<file path="src/rtl/uart_pkg.sv">
// uart_pkg: shared constants for the uart_rx_fifo receiver slice.
//   FSM state encodings (IDLE, START, DATA, PARITY, STOP),
//   MIN_DIV     smallest usable clocks-per-bit value,
//   SYNC_STAGES depth of the rx_data synchroniser.
package uart_pkg;

    localparam logic [2:0] IDLE   = 3'd0;
    localparam logic [2:0] START  = 3'd1;
    localparam logic [2:0] DATA   = 3'd2;
    localparam logic [2:0] PARITY = 3'd3;
    localparam logic [2:0] STOP   = 3'd4;

    localparam int unsigned MIN_DIV     = 2;
    localparam int unsigned SYNC_STAGES = 2;

endpackage

</file>
<file path="src/rtl/uart_rx_fifo_if.sv">
// uart_rx_fifo_if: consumer-side handshake of the receive FIFO.
//   data_out    FIFO head word (first-word fall-through)
//   data_valid  FIFO not empty
//   data_ready  consumer pop strobe (pop when valid & ready)
//   fifo_level  current FIFO occupancy
// Modports: master = receiver side, slave = consumer side.
interface uart_rx_fifo_if #(
    parameter int unsigned DATA_BITS  = 8,
    parameter int unsigned FIFO_DEPTH = 8
);
    logic [DATA_BITS-1:0]           data_out;
    logic                           data_valid;
    logic                           data_ready;
    logic [$clog2(FIFO_DEPTH):0]    fifo_level;

    modport master (
        output data_out,
        output data_valid,
        output fifo_level,
        input  data_ready
    );

    modport slave (
        input  data_out,
        input  data_valid,
        input  fifo_level,
        output data_ready
    );
endinterface

</file>
<file path="src/rtl/uart_rx_sfifo.sv">
// uart_rx_sfifo: generic synchronous first-word-fall-through FIFO.
//   clk, rst_n  clock, asynchronous active-low reset (empties the FIFO)
//   push, din   write strobe and data; accepted when not full or popping
//   pop         read strobe; ignored when empty
//   dout        head word, '0 while empty
//   full, empty, level  occupancy status
module uart_rx_sfifo #(
    parameter int unsigned WIDTH = 8,
    parameter int unsigned DEPTH = 8
) (
    input  logic                     clk,
    input  logic                     rst_n,
    input  logic                     push,
    input  logic [WIDTH-1:0]         din,
    input  logic                     pop,
    output logic [WIDTH-1:0]         dout,
    output logic                     full,
    output logic                     empty,
    output logic [$clog2(DEPTH):0]   level
);
    localparam int unsigned AW = $clog2(DEPTH);

    logic [WIDTH-1:0] mem [DEPTH];
    logic [AW:0]      wr_ptr;
    logic [AW:0]      rd_ptr;
    logic             do_push;
    logic             do_pop;

    assign level   = wr_ptr - rd_ptr;
    assign empty   = (wr_ptr == rd_ptr);
    assign full    = (level == (AW+1)'(DEPTH));
    assign do_pop  = pop && !empty;
    // A simultaneous pop frees the slot, so a push into a full FIFO succeeds.
    assign do_push = push && (!full || do_pop);
    assign dout    = empty ? '0 : mem[rd_ptr[AW-1:0]];

    always_ff @(posedge clk) begin
        if (do_push) begin
            mem[wr_ptr[AW-1:0]] <= din;
        end
    end

    always_ff @(posedge clk or negedge rst_n) begin
        if (!rst_n) begin
            wr_ptr <= '0;
            rd_ptr <= '0;
        end else begin
            if (do_push) wr_ptr <= wr_ptr + 1'b1;
            if (do_pop)  rd_ptr <= rd_ptr + 1'b1;
        end
    end
endmodule

</file>
<file path="src/rtl/uart_rx_fifo.sv">
// uart_rx_fifo: parametrised UART receiver with buffered FWFT output.
//   clk, rst_n   system clock, asynchronous active-low reset
//   rx_data      serial input, idle high, asynchronous to clk
//   clk_div      clocks per bit, latched at start-bit detect (<2 treated as 2)
//   rx_if        FIFO handshake (data_out/data_valid/data_ready/fifo_level)
//   rx_active    frame in progress, START through STOP
//   frame_err    1-cycle pulse: stop bit sampled low
//   overrun      1-cycle pulse: good frame dropped because FIFO full
//   parity_err   1-cycle pulse: parity mismatch
// Optional feature: define UART_RX_PARITY_EN to add a parity bit after the
// data bits (PARITY_ODD selects odd sense); otherwise parity_err is tied 0.
module uart_rx_fifo
    import uart_pkg::*;
#(
    parameter int unsigned DATA_BITS  = 8,
    parameter int unsigned DIV_W      = 16,
    parameter int unsigned FIFO_DEPTH = 8,
    parameter int unsigned PARITY_ODD = 0
) (
    input  logic              clk,
    input  logic              rst_n,
    input  logic              rx_data,
    input  logic [DIV_W-1:0]  clk_div,
    uart_rx_fifo_if.master    rx_if,
    output logic              rx_active,
    output logic              frame_err,
    output logic              overrun,
    output logic              parity_err
);
    localparam int unsigned IW = $clog2(DATA_BITS);

    logic [SYNC_STAGES-1:0] sync_q;
    logic                   rx_s;
    logic [2:0]             state;
    logic [DIV_W-1:0]       cnt;
    logic [DIV_W-1:0]       div_q;
    logic [DIV_W-1:0]       div_eff;
    logic [DIV_W-1:0]       half_m1;
    logic [DIV_W-1:0]       full_m1;
    logic [IW-1:0]          idx;
    logic [DATA_BITS-1:0]   sr;
    logic                   bit_end;
    logic                   push;
    logic                   pop;
    logic                   fifo_full;
    logic                   fifo_empty;
    logic                   par_bad;

    assign rx_s      = sync_q[SYNC_STAGES-1];
    assign div_eff   = (clk_div < DIV_W'(MIN_DIV)) ? DIV_W'(MIN_DIV) : clk_div;
    assign half_m1   = (div_q >> 1) - 1'b1;
    assign full_m1   = div_q - 1'b1;
    assign bit_end   = (cnt == full_m1);
    assign rx_active = (state != IDLE);
    assign pop       = rx_if.data_ready;
    // Push on the stop-sample edge itself so the word is visible the next cycle.
    assign push      = (state == STOP) && bit_end && rx_s && !par_bad;
    assign rx_if.data_valid = !fifo_empty;

    always_ff @(posedge clk or negedge rst_n) begin
        if (!rst_n) begin
            sync_q <= '1;
        end else begin
            sync_q <= {sync_q[SYNC_STAGES-2:0], rx_data};
        end
    end

`ifdef UART_RX_PARITY_EN
    always_ff @(posedge clk or negedge rst_n) begin
        if (!rst_n) begin
            par_bad    <= 1'b0;
            parity_err <= 1'b0;
        end else begin
            parity_err <= (state == STOP) && bit_end && rx_s && par_bad;
            if (state == START) begin
                par_bad <= 1'b0;
            end else if (state == PARITY && bit_end) begin
                par_bad <= rx_s != ((^sr) ^ (PARITY_ODD != 0));
            end
        end
    end
`else
    assign par_bad    = 1'b0;
    assign parity_err = 1'b0;
`endif

    always_ff @(posedge clk or negedge rst_n) begin
        if (!rst_n) begin
            state     <= IDLE;
            cnt       <= '0;
            div_q     <= DIV_W'(MIN_DIV);
            idx       <= '0;
            sr        <= '0;
            frame_err <= 1'b0;
            overrun   <= 1'b0;
        end else begin
            frame_err <= 1'b0;
            // Full implies non-empty, so any ready pop makes room.
            overrun   <= push && fifo_full && !pop;
            case (state)
                IDLE: begin
                    if (!rx_s) begin
                        state <= START;
                        cnt   <= '0;
                        div_q <= div_eff;
                    end
                end
                START: begin
                    if (cnt == half_m1) begin
                        state <= rx_s ? IDLE : DATA;
                        cnt   <= '0;
                        idx   <= '0;
                        sr    <= '0;
                    end else begin
                        cnt <= cnt + 1'b1;
                    end
                end
                DATA: begin
                    if (bit_end) begin
                        sr[idx] <= rx_s;
                        cnt     <= '0;
                        if (idx == IW'(DATA_BITS-1)) begin
`ifdef UART_RX_PARITY_EN
                            state <= PARITY;
`else
                            state <= STOP;
`endif
                        end else begin
                            idx <= idx + 1'b1;
                        end
                    end else begin
                        cnt <= cnt + 1'b1;
                    end
                end
`ifdef UART_RX_PARITY_EN
                PARITY: begin
                    if (bit_end) begin
                        state <= STOP;
                        cnt   <= '0;
                    end else begin
                        cnt <= cnt + 1'b1;
                    end
                end
`endif
                STOP: begin
                    if (bit_end) begin
                        state     <= IDLE;
                        cnt       <= '0;
                        frame_err <= !rx_s;
                    end else begin
                        cnt <= cnt + 1'b1;
                    end
                end
                default: state <= IDLE;
            endcase
        end
    end

    uart_rx_sfifo #(
        .WIDTH (DATA_BITS),
        .DEPTH (FIFO_DEPTH)
    ) u_fifo (
        .clk   (clk),
        .rst_n (rst_n),
        .push  (push),
        .din   (sr),
        .pop   (pop),
        .dout  (rx_if.data_out),
        .full  (fifo_full),
        .empty (fifo_empty),
        .level (rx_if.fifo_level)
    );
endmodule

</file>
<file path="src/flat_wrapper.sv">
// flat-port wrapper written by rule: the top's interface ports become plain ports
module uart_rx_fifo_flat import uart_pkg::*;
#(
    parameter int unsigned DATA_BITS  = 8,
    parameter int unsigned DIV_W      = 16,
    parameter int unsigned FIFO_DEPTH = 8,
    parameter int unsigned PARITY_ODD = 0
)
  (clk, rst_n, rx_data, clk_div, rx_active, frame_err, overrun, parity_err, rx_if_data_out, rx_if_data_valid, rx_if_fifo_level, rx_if_data_ready);
  uart_rx_fifo_if #(.DATA_BITS(DATA_BITS), .FIFO_DEPTH(FIFO_DEPTH)) rx_if_i ();
  input  logic clk;
  input  logic rst_n;
  input  logic rx_data;
  input  logic [DIV_W-1:0] clk_div;
  output logic rx_active;
  output logic frame_err;
  output logic overrun;
  output logic parity_err;
  output wire logic [$bits(rx_if_i.data_out)-1:0] rx_if_data_out;
  output wire logic [$bits(rx_if_i.data_valid)-1:0] rx_if_data_valid;
  output wire logic [$bits(rx_if_i.fifo_level)-1:0] rx_if_fifo_level;
  input wire logic [$bits(rx_if_i.data_ready)-1:0] rx_if_data_ready;
  assign rx_if_data_out = rx_if_i.data_out;
  assign rx_if_data_valid = rx_if_i.data_valid;
  assign rx_if_fifo_level = rx_if_i.fifo_level;
  assign rx_if_i.data_ready = rx_if_data_ready;
  uart_rx_fifo #(.DATA_BITS(DATA_BITS), .DIV_W(DIV_W), .FIFO_DEPTH(FIFO_DEPTH), .PARITY_ODD(PARITY_ODD)) u_core (.clk(clk), .rst_n(rst_n), .rx_data(rx_data), .clk_div(clk_div), .rx_if(rx_if_i), .rx_active(rx_active), .frame_err(frame_err), .overrun(overrun), .parity_err(parity_err));
endmodule
</file>
<file path="config.mk">
export PLATFORM = sky130hd
export DESIGN_NAME = uart_rx_fifo_flat
export DESIGN_NICKNAME = d
export VERILOG_FILES = /design/src/rtl/uart_pkg.sv /design/src/rtl/uart_rx_fifo_if.sv /design/src/rtl/uart_rx_sfifo.sv /design/src/rtl/uart_rx_fifo.sv /design/src/flat_wrapper.sv
export SDC_FILE = /design/constraint.sdc
export NUM_CORES = 1
export LEC_CHECK = 0
export BUFFER_PORTS_ARGS = -buffer_cell sky130_fd_sc_hd__buf_4
export CAP_MARGIN = 10
export CORE_UTILIZATION = 50
export DETAILED_ROUTE_END_ITERATION = 16
export PLACE_DENSITY = 0.72
export SETUP_SLACK_MARGIN = 0.5
export SYNTH_ARGS = -nofsm -noshare
export SYNTH_HDL_FRONTEND = slang
export SYNTH_SLANG_ARGS = --single-unit
</file>
<file path="constraint.sdc">
create_clock -name clk -period 7 [get_ports clk]
set_input_delay 0.35 -clock clk [delete_from_list [all_inputs] [get_ports clk]]
set_output_delay 0.35 -clock clk [all_outputs]
set_load 0.02 [all_outputs]
</file>
==> summary.txt <==
Run status
  – Status: complete, but fails checks
  – Failing checks: negative hold slack

Place
  – Input/output buffers: 35
  – Global placement routability congestion: 0.947
  – DP Area: 6740 µm²
  – Post-DP HPWL: 9.81 mm

Floorplanning
  – Width of the die: 115 µm
  – Die area: 13200 µm²
  – # IOs: 37
  – Row count: 40
  – Effective utilization at floorplan: 52.2%
  – Core Area: 12200 µm²
  – Die height: 115 µm

Routing
  – DRC viols: 0
  – Vias per inst: 5.93
  – Met1 wire length: 6.45 mm
  – DRT Pass-1 Iters: 5
  – Via count: 4542
  – Top routing layer used: met4
  – DRT iter0 DRCs: 426
  – Routed WL per cell: 18.3 µm
  – Drt total wl: 14.0 mm
  – Wire length on met2: 6.33 mm
  – Final ANT Viol Nets: 0
  – Met3 Wirelength: 967 µm

Power and ir drop
  – Clock share of power: 30.9%
  – NetSw: 1.03 mW
  – Max IR drop VDD: 276 µV
  – Combinational Power Share: 33.0%
  – P_leak: 2.90 nW
  – Flop pwr share: 36.1%
  – Int Power: 1.79 mW
  – Power Density: 384 nW/µm²
  – Net Sw Frac: 36.4%
  – Tot Pwr: 2.82 mW

Worst setup path
  – Crit path DAT: 3970 ps
  – CP Data Required Time: 7050 ps
  – CP endpoint kind: flip-flop
  – Crit-path max FO: 11
  – Critical path class: flip-flop to flip-flop
  – Setup crit start kind: flip-flop

Synthesis
  – Top post-synthesis cells by area: edfxtp_1, dfrtp_1, mux4_2
  – Async SR Flop Fraction: 47.5%
  – Avg Cell Area, Syn: 11.4 µm²
  – Unique masters post-synth: 65
  – Seq/Total Area, Yosys: 53.0%
  – Mapped cell area: 6370 µm²
  – Syn Nets: 592
  – Yosys Warn Count: 0
  – Area share of the largest cell type after synthesis: 30.2%
  – Post-Syn Instances: 561
  – Synth area leader: edfxtp_1
  – Seq cells post-synth: 122
  – Number of flops mapped to enable cells by yosys: 64
  – Main synth FF type: edfxtp_1

Timing
  – Fin. Hold Viols: 10
  – Worst-margin pin slew: 1030 ps
  – RSZ-0062 raised after global routing: false
  – Crit path time final: 3920 ps
  – Clk_skew: 7.07 ps
  – WHS: -17.5 ps
  – Slew Limit Fails: 0
  – Slew HR: 30.8%
  – Final Setup Violations: 0
  – Final period utilization: 56.0%
  – Max frequency: 255 MHz
  – Setup TNS: 0 ps

Clocking
  – CTS Hold Buffers Added: 0
  – Root Driver: clkbuf_16
  – Clk_lat worst skew: 420 ps
  – CTS Buf Count: 17
  – CTS clk-pin slew, worst paths: 60 ps
  – CTS Buffer Depth: 2
  – CTS tree: done
  – CTS Sinks: 122
  – Post-CTS sizing: 0
  – H-tree levels: 4
  – Setup bufs post-CTS: 0

Global route
  – Gr usage total: 23.7%
  – Number of global-route vias before repair: 4383
  – Initial antenna violation count: 0
  – Grt ovf: 0
  – Global-route wire length before repair: 23.3 mm
  – Largest net degree at the start of global routing: 59

Run
  – Max-cap viol count: 0

Final layout
  – Design Area, Final: 7330 µm²
  – Fraction of layout cells with a size suffix above 1: 18.9%
  – Area growth, synth to finish: 15.0%
  – Nets: 616
  – Diode count: 0

Min path
  – Hold Path Class: input port to asynchronous set/reset pin
-- layout make-up --
| type | count | area [µm²] |
|---|---|---|
| well taps | 168 | 210 |
| multi-input cells | 376 | 2740 |
| clock buffers | 19 | 433 |
| clock inverters | 13 | 153 |
| fillers | 1012 | 4880 |
| flip-flops and latches | 122 | 3380 |
| repair buffers | 44 | 330 |
| inverters | 24 | 90.1 |
-- synth_stat cells (all sizes together) (3+ instances only) --
| master | n |
|---|---|
| ha | 10 |
| nand2 | 42 |
| nor4 | 18 |
| a31oi | 17 |
| nand2b | 7 |
| a21oi | 28 |
| and3 | 12 |
| mux2 | 14 |
| dfstp | 3 |
| or4 | 3 |
| dfrtp | 55 |
| and2 | 4 |
| clkbuf | 27 |
| o31ai | 3 |
| mux4 | 16 |
| buf | 12 |
| xor2 | 21 |
| or3 | 3 |
| edfxtp | 64 |
| nand3 | 16 |
| nor3 | 15 |
| inv | 23 |
| a21o | 5 |
| a211o | 4 |
| nor2 | 30 |
| nand4 | 8 |
| o21ai | 31 |
| nor2b | 7 |
| a22o | 5 |
| xnor2 | 22 |
| mux2i | 3 |
-- registers in the layout, indices dropped and copies added, names as in the netlist --
signal / count
u_core.cnt: 16
u_core.frame_err: 1
u_core.u_fifo.wr_ptr: 4
u_core.overrun: 1
u_core.div_q: 16
u_core.u_fifo.rd_ptr: 4
u_core.idx: 3
u_core.sync_q: 2
u_core.state: 3
u_core.sr: 8
u_core.u_fifo.mem: 64
-- power by group through the flow --
stage | logic, mW | clock network, mW | registers (mW)
final | 0.929 | 0.872 | 1.02
after detailed placement | 0.921 | 0 | 1.03
after global routing | 1.03 | 0.915 | 1.04
after CTS | 0.929 | 0.883 | 1.01
after global placement | 0.907 | 0 | 1.02
after floorplan | 0.805 | 0 | 0.905
-- kinds of logic after synthesis --
logic type | share of synthesized area (%)
flops | 53.0
mux | 8.66
xor+xnor | 5.91
fa+ha+maj | 2.28
simple gates | 14.9
buf+inv | 4.06
other cells | 0.0588
compound gates | 11.1
-- through the flow --
step	setup WS [ps]	instances	util, %	hold WS (ps)
2_1_floorplan	2890	561	-	54.4
3_3_place_gp	3210	734	55.2	346
3_5_place_dp	3100	734	55.2	347
4_1_cts	3080	766	60.0	22.9
5_1_grt	2690	766	60.0	21.0
6_report	3080	766	60.0	-17.5
-- worst paths after layout --
kind	from	end	slack [ps]	cells after the start
max	u_core.div_q[8]	u_core.u_fifo.mem[7][1]	3080	7
min	rst_n	u_core.u_fifo.rd_ptr[2]	-20	1
max reg2reg	u_core.div_q[8]	u_core.u_fifo.mem[7][1]	3080	7
min reg2reg	u_core.sync_q[0]	u_core.sync_q[1]	360	0
max in group asynchronous	rst_n	u_core.div_q[2]	6510	1
min in group clk	rx_data	u_core.sync_q[0]	40	1
-- critical path: stages, from the launching register on --
cell and delay [ps]:
dfrtp_1 500, nor4_1 930, nor4bb_1 560, xnor2_1 160, a21oi_1 230, nand4_1 160
or3_4 510, nor4_4 500
-- cell usage in the layout, fill, tap and decap left out, types with 4 or more instances in the layout --
cell	Yosys	layout
xnor2_1	22	22
a211o_1	4	4
nand4_1	8	8
a22o_1	5	5
clkbuf_16	0	17
dfrtp_1	55	55
xor2_1	21	21
clkinv_2	0	5
mux4_2	16	16
a21oi_1	28	28
inv_1	23	23
nand2b_1	7	7
nor2_1	29	29
nor3_1	15	15
o21ai_1	5	5
a21o_1	5	5
nand2_1	42	42
and3_1	12	12
edfxtp_1	64	64
nand3_1	16	16
and2_1	4	4
ha_1	10	10
nor2b_1	7	7
o21ai_0	26	26
a31oi_1	17	17
nor4_1	17	17
mux2_2	13	13
buf_4	1	44
-- routing by layer --
layer  up-vias  global-route usage [%]
li1       2137                       -
met1      2212                    33.6
met2       172                    35.5
met3        21                    6.38
met4         0                    7.62
met5         -                       0
Power figures use the tool's default switching activity.
